## src/rtl/mips_pkg.sv

```systemverilog
// rtl/mips_pkg.sv - shared fetch-stage constants and state encoding
// ST_HALT exists only when IFETCH_ALIGN_CHECK_EN is defined.
package mips_pkg;

  localparam int INSTR_W = 32;
  localparam int OPC_MSB = 31;
  localparam int OPC_LSB = 26;
  localparam logic [31:0] PC_INC = 32'd4;

  typedef logic [1:0] fetch_state_t;

  localparam fetch_state_t ST_BOOT  = 2'd0;
  localparam fetch_state_t ST_FETCH = 2'd1;
  localparam fetch_state_t ST_DROP  = 2'd2;
`ifdef IFETCH_ALIGN_CHECK_EN
  localparam fetch_state_t ST_HALT  = 2'd3;
`endif

endpackage

```

## src/rtl/pc_unit.sv

```systemverilog
// rtl/pc_unit.sv - architectural PC and fetch-address registers with next-PC mux
// With IFETCH_ALIGN_CHECK_EN the target is flagged instead of masked.
module pc_unit #(
  parameter logic [31:0] RESET_PC = 32'h0000_0000
) (
  input  logic        clk,
  input  logic        rst,
  input  logic        advance,
  input  logic        redir_pc,
  input  logic        redir_req,
  input  logic        resync,
  input  logic [31:0] redirect_pc,
`ifdef IFETCH_ALIGN_CHECK_EN
  output logic        misaligned,
`endif
  output logic [31:0] req_addr
);
  import mips_pkg::*;

  logic [31:0] pc;
  logic [31:0] target;

`ifdef IFETCH_ALIGN_CHECK_EN
  assign target     = redirect_pc;
  assign misaligned = (redirect_pc[1:0] != 2'b00);
`else
  assign target     = redirect_pc & 32'hFFFF_FFFC;
`endif

  // pc tracks where fetch should resume; req_addr is what is on the bus.
  // They differ only while a wrong-path request is being drained.
  always_ff @(posedge clk) begin
    if (rst) begin
      pc       <= RESET_PC;
      req_addr <= RESET_PC;
    end else begin
      if (advance) begin
        pc       <= req_addr + PC_INC;
        req_addr <= req_addr + PC_INC;
      end
      if (redir_pc) begin
        pc <= target;
      end
      if (redir_req) begin
        req_addr <= target;
      end else if (resync) begin
        req_addr <= pc;
      end
    end
  end

endmodule

```

## src/rtl/instr_fetch.sv

```systemverilog
// rtl/instr_fetch.sv - fetch stage: imem req/ack handshake, redirect flush, IF/ID register
// Optional IFETCH_ALIGN_CHECK_EN adds fetch_err and the HALT state.
module instr_fetch
  import mips_pkg::*;
#(
  parameter logic [31:0] RESET_PC = 32'h0000_0000
) (
  input  logic                     clk,
  input  logic                     rst,
  output logic                     imem_req,
  output logic [31:0]              imem_addr,
  input  logic                     imem_ack,
  input  logic [INSTR_W-1:0]       imem_rdata,
  input  logic                     stall,
  input  logic                     redirect_valid,
  input  logic [31:0]              redirect_pc,
  output logic                     if_valid,
  output logic [INSTR_W-1:0]       if_instr,
  output logic [31:0]              if_pc,
  output logic [31:0]              if_pc4,
`ifdef IFETCH_ALIGN_CHECK_EN
  output logic                     fetch_err,
`endif
  output logic [OPC_MSB-OPC_LSB:0] opcode
);

  fetch_state_t state, state_d;
  logic         pend_q;
  logic         req_c;
  logic         acked;
  logic         redir_ok;
  logic         advance, redir_pc, redir_req, resync;
  logic         load, clr_valid;
  logic [31:0]  req_addr;

`ifdef IFETCH_ALIGN_CHECK_EN
  logic misaligned;
  logic redir_bad;
  assign redir_bad = redirect_valid && misaligned;
  assign redir_ok  = redirect_valid && !misaligned;
`else
  assign redir_ok  = redirect_valid;
`endif

  pc_unit #(
    .RESET_PC (RESET_PC)
  ) u_pc_unit (
    .clk         (clk),
    .rst         (rst),
    .advance     (advance),
    .redir_pc    (redir_pc),
    .redir_req   (redir_req),
    .resync      (resync),
    .redirect_pc (redirect_pc),
`ifdef IFETCH_ALIGN_CHECK_EN
    .misaligned  (misaligned),
`endif
    .req_addr    (req_addr)
  );

  // A request raised earlier stays up until acked; stall only gates new issue.
  always_comb begin
    req_c = 1'b0;
    case (state)
      ST_FETCH: req_c = pend_q || !(if_valid && stall);
      ST_DROP:  req_c = 1'b1;
`ifdef IFETCH_ALIGN_CHECK_EN
      ST_HALT:  req_c = pend_q;
`endif
      default:  req_c = 1'b0;
    endcase
  end

  assign imem_req  = !rst && req_c;
  assign imem_addr = (rst || state == ST_BOOT) ? 32'h0 : req_addr;
  assign acked     = imem_req && imem_ack;
  assign opcode    = if_instr[OPC_MSB:OPC_LSB];

  always_comb begin
    state_d   = state;
    advance   = 1'b0;
    redir_pc  = 1'b0;
    redir_req = 1'b0;
    resync    = 1'b0;
    load      = 1'b0;
    clr_valid = 1'b0;
    case (state)
      ST_BOOT: begin
        state_d = ST_FETCH;
`ifdef IFETCH_ALIGN_CHECK_EN
        if (redir_bad) begin
          state_d = ST_HALT;
        end else
`endif
        if (redir_ok) begin
          redir_pc  = 1'b1;
          redir_req = 1'b1;
        end
      end
      ST_FETCH: begin
`ifdef IFETCH_ALIGN_CHECK_EN
        if (redir_bad) begin
          clr_valid = 1'b1;
          state_d   = ST_HALT;
        end else
`endif
        if (redir_ok) begin
          clr_valid = 1'b1;
          redir_pc  = 1'b1;
          if (imem_req && !imem_ack) begin
            state_d = ST_DROP;
          end else begin
            redir_req = 1'b1;
          end
        end else if (acked) begin
          load    = 1'b1;
          advance = 1'b1;
        end else if (!stall) begin
          clr_valid = 1'b1;
        end
      end
      ST_DROP: begin
`ifdef IFETCH_ALIGN_CHECK_EN
        if (redir_bad) begin
          state_d = ST_HALT;
        end else
`endif
        begin
          redir_pc = redir_ok;
          // The drained data is discarded; the latest redirect target wins.
          if (acked) begin
            state_d   = ST_FETCH;
            redir_req = redir_ok;
            resync    = !redir_ok;
          end
        end
      end
      default: begin
        state_d = state;
      end
    endcase
  end

  always_ff @(posedge clk) begin
    if (rst) begin
      state    <= ST_BOOT;
      pend_q   <= 1'b0;
      if_valid <= 1'b0;
      if_instr <= '0;
      if_pc    <= 32'h0;
      if_pc4   <= 32'h0;
    end else begin
      state  <= state_d;
      pend_q <= imem_req && !imem_ack;
      if (load) begin
        if_valid <= 1'b1;
        if_instr <= imem_rdata;
        if_pc    <= req_addr;
        if_pc4   <= req_addr + PC_INC;
      end else if (clr_valid) begin
        if_valid <= 1'b0;
      end
    end
  end

`ifdef IFETCH_ALIGN_CHECK_EN
  always_ff @(posedge clk) begin
    if (rst) begin
      fetch_err <= 1'b0;
    end else if (redir_bad) begin
      fetch_err <= 1'b1;
    end
  end
`endif

endmodule

```

## config.mk

```make
export PLATFORM = sky130hd
export DESIGN_NAME = instr_fetch
export DESIGN_NICKNAME = d
export VERILOG_FILES = /design/src/rtl/mips_pkg.sv /design/src/rtl/pc_unit.sv /design/src/rtl/instr_fetch.sv
export SDC_FILE = /design/constraint.sdc
export NUM_CORES = 1
export LEC_CHECK = 0
export ABC_AREA = 1
export ABC_CLOCK_PERIOD_IN_PS = 2300
export CORE_MARGIN = 10
export CORE_UTILIZATION = 30
export DETAILED_ROUTE_END_ITERATION = 12
export HOLD_SLACK_MARGIN = 0.1
export PLACE_DENSITY = 0.55
export SLEW_MARGIN = 20
export SYNTH_ARGS = -nofsm -noshare
export SYNTH_HDL_FRONTEND = slang
export SYNTH_SLANG_ARGS = --single-unit
```

## constraint.sdc

```tcl
create_clock -name clk -period 2.3 [get_ports clk]
set_input_delay 0.46 -clock clk [delete_from_list [all_inputs] [get_ports clk]]
set_output_delay 0.46 -clock clk [all_outputs]
set_load 0.02 [all_outputs]
```

* After elaboration in Yosys (flattened, before gate mapping)
Cells that the tools add are included.
** Storage, ports and cells
- Output and inout port bits :: 136
- Word-level logic and storage cells :: 64
- Register bits after elaboration :: 164
- Input bits :: 69
** Operators by class
- Equality and inequality tests :: 5
- Add/sub/neg operators :: 1
- Muxes and demuxes :: 28
- Reductions and logical operators :: 20
** Operators by type and width (count)
- 2-to-1 mux 32 bit :: 6
- adder 32 x 3 -> 32 bit, second input constant :: 1
- 2-to-1 mux 1 bit :: 15
- 2-to-1 mux 2 bit :: 3
- != test 2 bit, second input constant :: 3
- case mux 2 bit (3 select lines) :: 1
- nonzero test 2 bit :: 3
- nonzero test 3 bit :: 2
- OR reduction 2 bit :: 3
- logical AND 1 bit :: 4
- logical NOT 1 bit :: 4
- case mux 1 bit (2 select lines) :: 2
- AND reduction 4 bit :: 1
- case mux 1 bit (3 select lines) :: 1
- == test 2 x 1 -> 1 bit, second input constant :: 1
- == test 2 bit, second input constant :: 1
- logical NOT 2 bit :: 1
- logical OR 1 bit :: 2

* Longest topological paths before layout
- Depth in word-level cells :: 12
- Depth in mapped cells :: 13
- Mapped depth without buffers :: 12

* Modules after synthesis
From an unflattened synthesis, not the netlist that was laid out.
** Unflattened totals
- Cell total of the unflattened synthesis :: 1299
- Area total of the unflattened synthesis :: 8700.8 um^2
** Modules (own cells, without submodules)
- instr_fetch :: cells each 688, area each 4719.5 um^2, instances 1
- pc_unit :: cells each 611, area each 3981.3 um^2, instances 1

* Worst setup path before layout
Ideal clock, no wire load.
- Kind :: input to output
- From :: input port rst
- To :: output port imem_addr[10]
- Arrival :: 1487 ps
- Path slack :: 353 ps
- Data required time :: 1840 ps
- Stages :: 5
- Cells stage by stage :: buf_2 -> clkinv_1 -> nand2_1 -> clkbuf_1 -> nor2_1
** On the way
- Word-level cells in the longest chain between the ends :: 2
** RTL lines
- start: declaration :: line instr_fetch.sv:9 : input logic rst,
- logical OR 1 bit :: line instr_fetch.sv:75 : assign imem_addr = (rst || state == ST_BOOT) ? 32'h0 : req_addr;
- 2-to-1 mux 32 bit :: line instr_fetch.sv:75
- end: declaration :: line instr_fetch.sv:11 : output logic [31:0] imem_addr,
Every way passes these cells.

* Final worst setup path
- From :: register state[0]
- To :: output port imem_addr[18]
** On the way
- Word-level cells in the longest chain between the ends :: 3
** RTL lines
- start: declaration :: line instr_fetch.sv:27 : fetch_state_t state, state_d;
- start signal: assignment :: line instr_fetch.sv:153 : state <= state_d;
- logical NOT 2 bit :: line instr_fetch.sv:75
- logical OR 1 bit :: line instr_fetch.sv:75
- 2-to-1 mux 32 bit :: line instr_fetch.sv:75
Every way passes these cells.

==> flow_summary.ini <==
[outcome]
outcome = finished, final reports clean

[clocking]
cts_tree = built
ctsLongestPathBuffers = 2
post_cts_buffers = 0
cts_hold_buf = 0
path_clk_slew_ns = 0.07
htreeDepth = 4
cts.sinks = 162
cts_buffers = 17
cts_root_buffer = clkbuf_16
clk_latency_ns = 0.42

[global_route]
grt_overflow = 0
grt_antenna_before_repair = 2
grt_first_pass_wirelength_um = 43400
grt_max_degree = 100
grt_pass1_vias = 7502
grt.total_usage_pct = 16.5

[drt]
viasPerCell = 4.65
routed_wl_um = 27800
drtPass1Iterations = 5
ant_nets = 0
remaining_drc_errors = 0
vias = 7854
routedWlPerCell_um = 16.5
drt_iter0_markers = 550

[sta]
finClkSkew_ns = 0.00783
worst_pin_slew_ns = 1.02
holdWs_ns = 0.461
hold_viol = 0
slew_viol_final = 0
period_minus_slack_ns = 2.17
relSlewSlack_pct = 32.3
fin_ws_ns = 0.130
min_period_over_period_pct = 94.4
tns_ns = 0
rsz0062_at_grt = false
fmax_ghz = 0.461
setup_violations = 0

[layout]
areaGrowthSynthToFinish_pct = 38.1
drive_above_1_share_pct = 9.43
regArea_um2 = 3250
fin_nets = 1418
final_common_cell = nand2_1
fill_cells = 2723
final_cell_mix = nand2_1, nor2_1, clkdlybuf4s50_1, dfxtp_1, o21ai_0
multi_input_area_um2 = 3740
utilization_pct = 42.0

[floorplan]
die_area_um2 = 32300
die_h_um = 180
io_pins = 205
num_rows = 58
core_area_um2 = 25100
fp.dieW_um = 180
start_util_pct = 30.4

[pwr]
p_leak_uw = 0.00444
peakVddDrop_uv = 600
power.total_uw = 9040
powerDensity_nw_per_um2 = 856

[synthesis]
syn_area_um2 = 7640
synth_top_family_by_area = simple AND/OR/NAND/NOR gates
syn_avg_cell_area_um2 = 6.63
synth_edf_count = 0
synth-simple-area-share_pct = 33.9
syn_nets = 1227
seq_area_frac_synth_pct = 42.4
yosys_warnings = 0
synthCells = 1153
synth_fa_ha_area_share_pct = 0.819
synth_cell_types = 29
synthArstFlopShare_pct = 0
ys_ff_latch = 162
synthFlopType = dfxtp_1
synth-compound-area-share_pct = 12.5
synth_xor_area_share_pct = 1.72
synthMuxAreaShare_pct = 0

[worst_setup_path]
worstPathMaxFanout = 32
worstPathArrival_ns = 1.71
worstPathRequired_ns = 1.84
r2r_slack_ns = 0.23
worstSetupPathType = reg2out
start_kind = flip-flop
cp-end-kind = output port

[place]
pre_cts_ws_ns = -0.0616
hpwl_um = 20600
port_buffers = 202
gp_congestion = 0.854

[job]
cap_violations = 0

[hold_path]
worstHoldPathType = reg2reg
==> cell usage after synthesis, drive strengths merged, types with 5 or more instances <==
master / number / share of area [%]
clkbuf: 32 / 1.6
a31oi: 25 / 2.0
buf: 38 / 3.1
nor2: 219 / 11
ha: 5 / 0.82
o21ai: 83 / 5.4
nand2: 331 / 16
inv: 81 / 4.0
xor2: 15 / 1.7
nand3: 73 / 5.0
a21oi: 76 / 5.0
dfxtp: 162 / 42
==> per-layer routing <==
| layer | GRT usage (%) | vias to the layer above | wire length (µm) |
|---|---|---|---|
| li1 | - | 4021 | - |
| met3 | 6.93 | 25 | 2420 |
| met5 | 0 | - | 17 |
| met2 | 24.2 | 261 | 11400 |
| met1 | 21.8 | 3545 | 13500 |
| met4 | 4.00 | 2 | 464 |
==> where the power goes <==
group,internal (µW),total [µW],switching [µW]
Clock,1510,2770,1270
Sequential,3100,3400,298
Combinational,1020,2860,1840
Total,5640,9040,3400
==> logic make-up (layout without fill, tap and decap cells) <==
logic type | count (synthesis) | after routing
AO/OA/AOI/OAI | 184 | 184
XOR/XNOR | 15 | 15
adder cells (fa/ha/maj) | 5 | 5
buffers and inverters | 152 | 356
flip-flops | 162 | 162
other | 0 | 1
AND/OR/NAND/NOR | 635 | 635
==> per-stage QoR <==
step | instance area, µm² | cells
finish | 10600 | 1688
global route | 10500 | 1687
CTS | 10600 | 1687
detailed placement | 10100 | 1655
floorplan | 7640 | 1153
global placement | 10100 | 1655
==> path summary, 6_finish.rpt <==
check,start,endpoint,cells after the start
setup / recovery,state[0],imem_addr[18],7
hold / removal,if_pc4[3],if_pc4[3],2
setup reg to reg,state[0],u_pc_unit.req_addr[11],13
hold reg to reg,if_pc4[3],if_pc4[3],2
==> layout make-up <==
class | instances | area share [%]
repair buffers | 242 | 21.6
inverters | 82 | 2.92
clock inverters | 14 | 1.22
flip-flops and latches | 162 | 30.8
well taps | 330 | 3.91
multi-input cells | 839 | 35.5
diodes | 1 | 0.0237
clock buffers | 18 | 4.07
==> flip-flops by register name, indices dropped and copies added (netlist names), named ones only <==
signal	count
if_instr	32
u_pc_unit.req_addr	30
if_pc4	30
if_pc	32
u_pc_unit.pc	32
state	2
pend_q	1
if_valid	1
==> critical path: stages (launching register included) <==
cell and delay (ns):
dfxtp_2 0.34, inv_1 0.07, ha_1 0.20, inv_1 0.08, nand2_1 0.09, buf_12 0.18, nor2_1 0.12, buf_2 0.18
==> timing repair <==
item	CTS	global route
endpoints found under the setup margin	33	29
resized for setup	116	20
pin swaps	0	0
Note: power is estimated with default switching activity, not from simulation.
==> patch 1 (same flow settings) <==
The package constant `OPC_LSB` goes from 26 to 13.
--- a/src/rtl/mips_pkg.sv
+++ b/src/rtl/mips_pkg.sv
@@ -5,5 +5,5 @@
   localparam int INSTR_W = 32;
   localparam int OPC_MSB = 31;
-  localparam int OPC_LSB = 26;
+  localparam int OPC_LSB = 13;
   localparam logic [31:0] PC_INC = 32'd4;
 
Ports: changed (resized opcode); port bits go from 205 to 218. The function was not compared with the original's and may differ.
==> patch 1 against the unedited design <==
Sequential cell count stayed put. Synthesized area increased by 1.3%. Wire length rose by 3.0%. Worst setup slack worse by 0.030 ns. Final cell count rose by 0.71%. Critical path depth increased by 4. Highest routed layer unchanged. Die area increased by 1.1%. Utilization rose by 0.29 points. Total power about the same. Sequential share of layout area decreased by 0.40 points. Design area grew 1.3%.
==> patch 1: results (changes against the unedited design) <==
.. list-table::
   :header-rows: 1

   * - Metric
     - Value
   * - Outcome
     - finished clean (unchanged)
   * - Final instance area
     - 0.0107 mm2 (was 0.0106 mm2)
   * - Highest net fanout along the worst path
     - 63 (was 32)
   * - Average cell area after synthesis
     - 6.64 um2 (was 6.63 um2)
   * - Wire length on met2
     - 12.3 mm (was 11.4 mm)
   * - Synth Net Count
     - 1240 (was 1227)
   * - Weighted congestion reported at the end of routability-driven placement
     - 0.915 (was 0.854)
   * - Clock-cell share
     - 5.13% (was 5.29%)
   * - Post-Synth Adder-Cell Area
     - 0.808% (was 0.819%)
   * - Data buffer area share
     - 22.6% (was 21.6%)
   * - Critical path arrival
     - 2.55 ns (was 1.71 ns)
   * - Peak ir drop on the vdd network
     - 0.000425 V (was 0.000600 V)
   * - Register area
     - 0.00324 mm2 (was 0.00325 mm2)
   * - Sequential element share of the synthesized area
     - 41.9% (was 42.4%)
   * - Initial antenna violation count
     - 1 (was 2)
   * - Maximum cell stage delay along the critical path
     - 0.37 ns (was 0.34 ns)
   * - Number of vias per cell after detailed routing
     - 4.70 (was 4.65)
   * - Wire length after detailed routing
     - 28.7 mm (was 27.8 mm)
   * - Share of final-layout standard cells stronger than drive strength 1
     - 9.20% (was 9.43%)
   * - IO Port Bufs
     - 215 (was 202)
   * - Number of cells on the worst reg-to-reg path
     - 11 (was 13)
   * - Final sequential cell count
     - 162 (unchanged)
   * - Routed wl met3
     - 2.82 mm (was 2.42 mm)
   * - Slew Limit Headroom
     - 31.6% (was 32.3%)
   * - Total cell area at the placement stage
     - 0.0103 mm2 (was 0.0101 mm2)
   * - Vias in the first global route
     - 7605 (was 7502)
   * - Total inserted antenna cells
     - 0 (was 1)
   * - Routing usage on met1
     - 22.0% (was 21.8%)
   * - Final Skew
     - 0.0151 ns (was 0.00783 ns)
   * - Synthesized-area fraction occupied by ao, oa, aoi and oai cells
     - 12.3% (was 12.5%)
   * - # clk buffers
     - 22 (was 18)
   * - Cells on Worst Hold Path
     - 4 (was 2)
   * - Largest cells by area after synthesis
     - dfxtp_1, nand2_1, nor2_1, o21ai_0, a21oi_1 (unchanged)
   * - Placement Setup Slack
     - -0.154 ns (was -0.0616 ns)
   * - Global routing usage on met3
     - 6.77% (was 6.93%)
   * - Global routing met2 resource utilization
     - 25.5% (was 24.2%)
   * - Class of the tightest hold or removal check
     - input pin to flop (was flop to flop)
   * - Wire length of the first global-routing pass
     - 44.2 mm (was 43.4 mm)
   * - Routed metal-1 wirelength
     - 13.3 mm (was 13.5 mm)
   * - Combined area of the multi-input logic cells
     - 0.00375 mm2 (was 0.00374 mm2)
patch 1: what timing repair did:
item	in CTS	in global routing
endpoints found under the setup margin	33	49
setup buffers	0	0
gates resized for setup	110	31
cloned	0	0
hold endpoints to repair	0	0
patch 1: worst max-delay path: cells and delay by family, from the launching register on:
kind / cells / cell delay (ns)
AO/OA/AOI/OAI: 2 / 0.28
adder cells (fa/ha/maj): 1 / 0.28
buffers and inverters: 5 / 0.74
flip-flops: 1 / 0.37
AND/OR/NAND/NOR: 3 / 0.41
patch 1: worst paths after layout:
kind	endpoint	start	slack (ns)
max	u_pc_unit.pc[12]	state[0]	0.1
min	pend_q	rst	0.46
max reg2reg	u_pc_unit.pc[12]	state[0]	0.1
min reg2reg	if_pc4[5]	if_pc4[5]	0.46
patch 1: power breakdown:
group / internal [uW] / leakage (uW) / switching (uW)
registers: 3100 / 0.00132 / 307
clock network: 1540 / 0.000258 / 1190
logic: 1040 / 0.00291 / 1860
==> patch 2 (same settings) <==
Made on the original files. Build with the macro `IFETCH_ALIGN_CHECK_EN` defined.
--- a/src/rtl/mips_pkg.sv
+++ b/src/rtl/mips_pkg.sv
@@ -1,4 +1,6 @@
 // rtl/mips_pkg.sv - shared fetch-stage constants and state encoding
 // ST_HALT exists only when IFETCH_ALIGN_CHECK_EN is defined.
+`define IFETCH_ALIGN_CHECK_EN
+
 package mips_pkg;
 
Check against the original RTL (old outputs only; new: fetch_err): not equivalent (a bounded check fails within 4 cycles, from zero or initial values and one cycle with rst high).
==> patch 2 against the unedited design <==
Synthesized area is 1.8% higher. Sequential cell count is 1 higher. Clock skew is 0.0082 ns higher. Utilization is 0.87 points higher. Final cell count is 2.0% higher. Worst setup slack worse by 0.030 ns. Wire length is 2.7% higher. Critical endpoint unchanged. Design area is 3.0% higher. Non-clock buffer count is 7 higher. Highest routed layer unchanged. Count of clock-buffer cells in the layout stayed put. Critical path depth is 1 lower. Worst hold slack worse by 0.0041 ns.
Power is not compared: it rests on default switching activity, and its combinational part moved more than twofold at a synthesized area within 25%.
==> patch 2: results (changes against the unedited design) <==
.. list-table::
   :header-rows: 1

   * - Metric
     - Value
   * - Outcome
     - finished clean (unchanged)
   * - Largest cells by area after synthesis
     - dfxtp_1, nand2_1, nor2_1, nand3_1, o21ai_0 (was dfxtp_1, nand2_1, nor2_1, o21ai_0, a21oi_1)
   * - Total inserted antenna cells
     - 0 (was 1)
   * - Routed metal-1 wirelength
     - 12.9 mm (was 13.5 mm)
   * - CTS Root Cell
     - clkbuf_16 (unchanged)
   * - Top layer in use
     - met5 (unchanged)
   * - Maximum cell stage delay along the critical path
     - 0.40 ns (was 0.34 ns)
   * - Actual transition at the worst max-transition pin
     - 0.961 ns (was 1.02 ns)
   * - IO Port Bufs
     - 205 (was 202)
   * - Ranking of synthesized cells by instance count
     - nand2_1, nor2_1, dfxtp_1, nand3_1, o21ai_0 (was nand2_1, nor2_1, dfxtp_1, o21ai_0, inv_1)
   * - Number of levels in the clock H-tree
     - 4 (unchanged)
   * - Highest net fanout along the worst path
     - 32 (unchanged)
   * - Initial DRC count
     - 402 (was 550)
   * - Total cell area at the placement stage
     - 0.0103 mm2 (was 0.0101 mm2)
   * - Leakage dissipation
     - 0.00457 uW
   * - Commonest register cell after synthesis
     - dfxtp_1 (unchanged)
   * - Pin count of the biggest net entering global routing
     - 101 (was 100)
   * - Number of cells on the worst reg-to-reg path
     - 9 (was 13)
   * - Weighted congestion reported at the end of routability-driven placement
     - 0.982 (was 0.854)
   * - Sequential element share of the synthesized area
     - 41.9% (was 42.4%)
   * - Maximum buffer depth of the clock tree
     - 2 (unchanged)
   * - Number of vias per cell after detailed routing
     - 4.65 (about the same)
   * - Wire length on met2
     - 12.2 mm (was 11.4 mm)
   * - Synth Net Count
     - 1257 (was 1227)
   * - HPWL reported at the end of detailed placement
     - 21.4 mm (was 20.6 mm)
   * - Vias in the first global route
     - 7740 (was 7502)
   * - Total Routing Usage GR
     - 17.0% (was 16.5%)
   * - Share of synthesized registers carrying an async set or reset
     - 0% (unchanged)
   * - Wire length of the first global-routing pass
     - 44.7 mm (was 43.4 mm)
   * - Final Skew
     - 0.0160 ns (was 0.00783 ns)
   * - Clock latency on the worst-skew pair
     - 0.44 ns (was 0.42 ns)
   * - Count of filler cells inserted in the layout
     - 2682 (was 2723)
   * - Initial antenna violation count
     - 1 (was 2)
   * - WL/cell
     - 16.6 um (was 16.5 um)
   * - Routed wl met3
     - 2.67 mm (was 2.42 mm)
   * - NumNets Final
     - 1449 (was 1418)
   * - Share of final-layout standard cells stronger than drive strength 1
     - 7.54% (was 9.43%)
## patch 2: tightest hold or removal path, cell delays in order (launching register included)
cell	delay, ns
dfxtp_1	0.31
inv_1	0.05
a21oi_1	0.05
## patch 2: report_power, final
part / total, uW / internal [uW] / switching [uW]
clock: 3100 / 1780 / 1320
combinational: 1330 / 526 / 803
sequential: 3070 / 2960 / 114
## patch 2: per-stage QoR
step	std cells	worst slack [ns]
2_1_floorplan	1187	0.460
3_3_place_gp	1690	-0.226
3_5_place_dp	1690	-0.270
4_1_cts	1722	0.000129
5_1_grt	1722	0.00978
6_report	1722	0.0998
## patch 2: layout make-up
type,instances,area [um2],area share (%)
multi-input cells,880,3860,35.5
clock inverters,14,189,1.74
clock buffers,18,439,4.04
flip-flops and latches,163,3260,30.1
well taps,330,413,3.80
repair buffers,249,2440,22.5
inverters,68,255,2.35
## patch 2: worst paths after layout
path	from	to	slack [ns]
setup reg to reg	state[1]	u_pc_unit.pc[26]	0.21
hold reg to reg	fetch_err	fetch_err	0.46
setup / recovery	state[0]	imem_addr[18]	0.1
hold / removal	fetch_err	fetch_err	0.46
## patch 2: cell families (layout without fill, tap and decap cells)
family / count (synthesis) / after routing / share of synthesized area [%]
AOI/OAI and AO/OA: 166 / 166 / 11.2
xor gates and xnor gates: 14 / 14 / 1.58
adders and majority gates: 1 / 1 / 0.161
buffers and inverters: 144 / 349 / 8.60
DFF: 163 / 163 / 41.9
and+or+nand+nor: 699 / 699 / 36.6
## patch 2: per-layer routing
| metal | GRT usage [%] | vias up |
|---|---|---|
| li1 | - | 4125 |
| met1 | 21.4 | 3573 |
| met2 | 25.3 | 266 |
| met3 | 6.97 | 38 |
| met4 | 6.28 | 2 |
| met5 | 0 | - |
## patch 2: timing repair
item / CTS / global route
pin swaps: 0 / 0
resized for setup: 41 / 2
endpoints found under the setup margin: 33 / 36
buffers inserted: 0 / 0
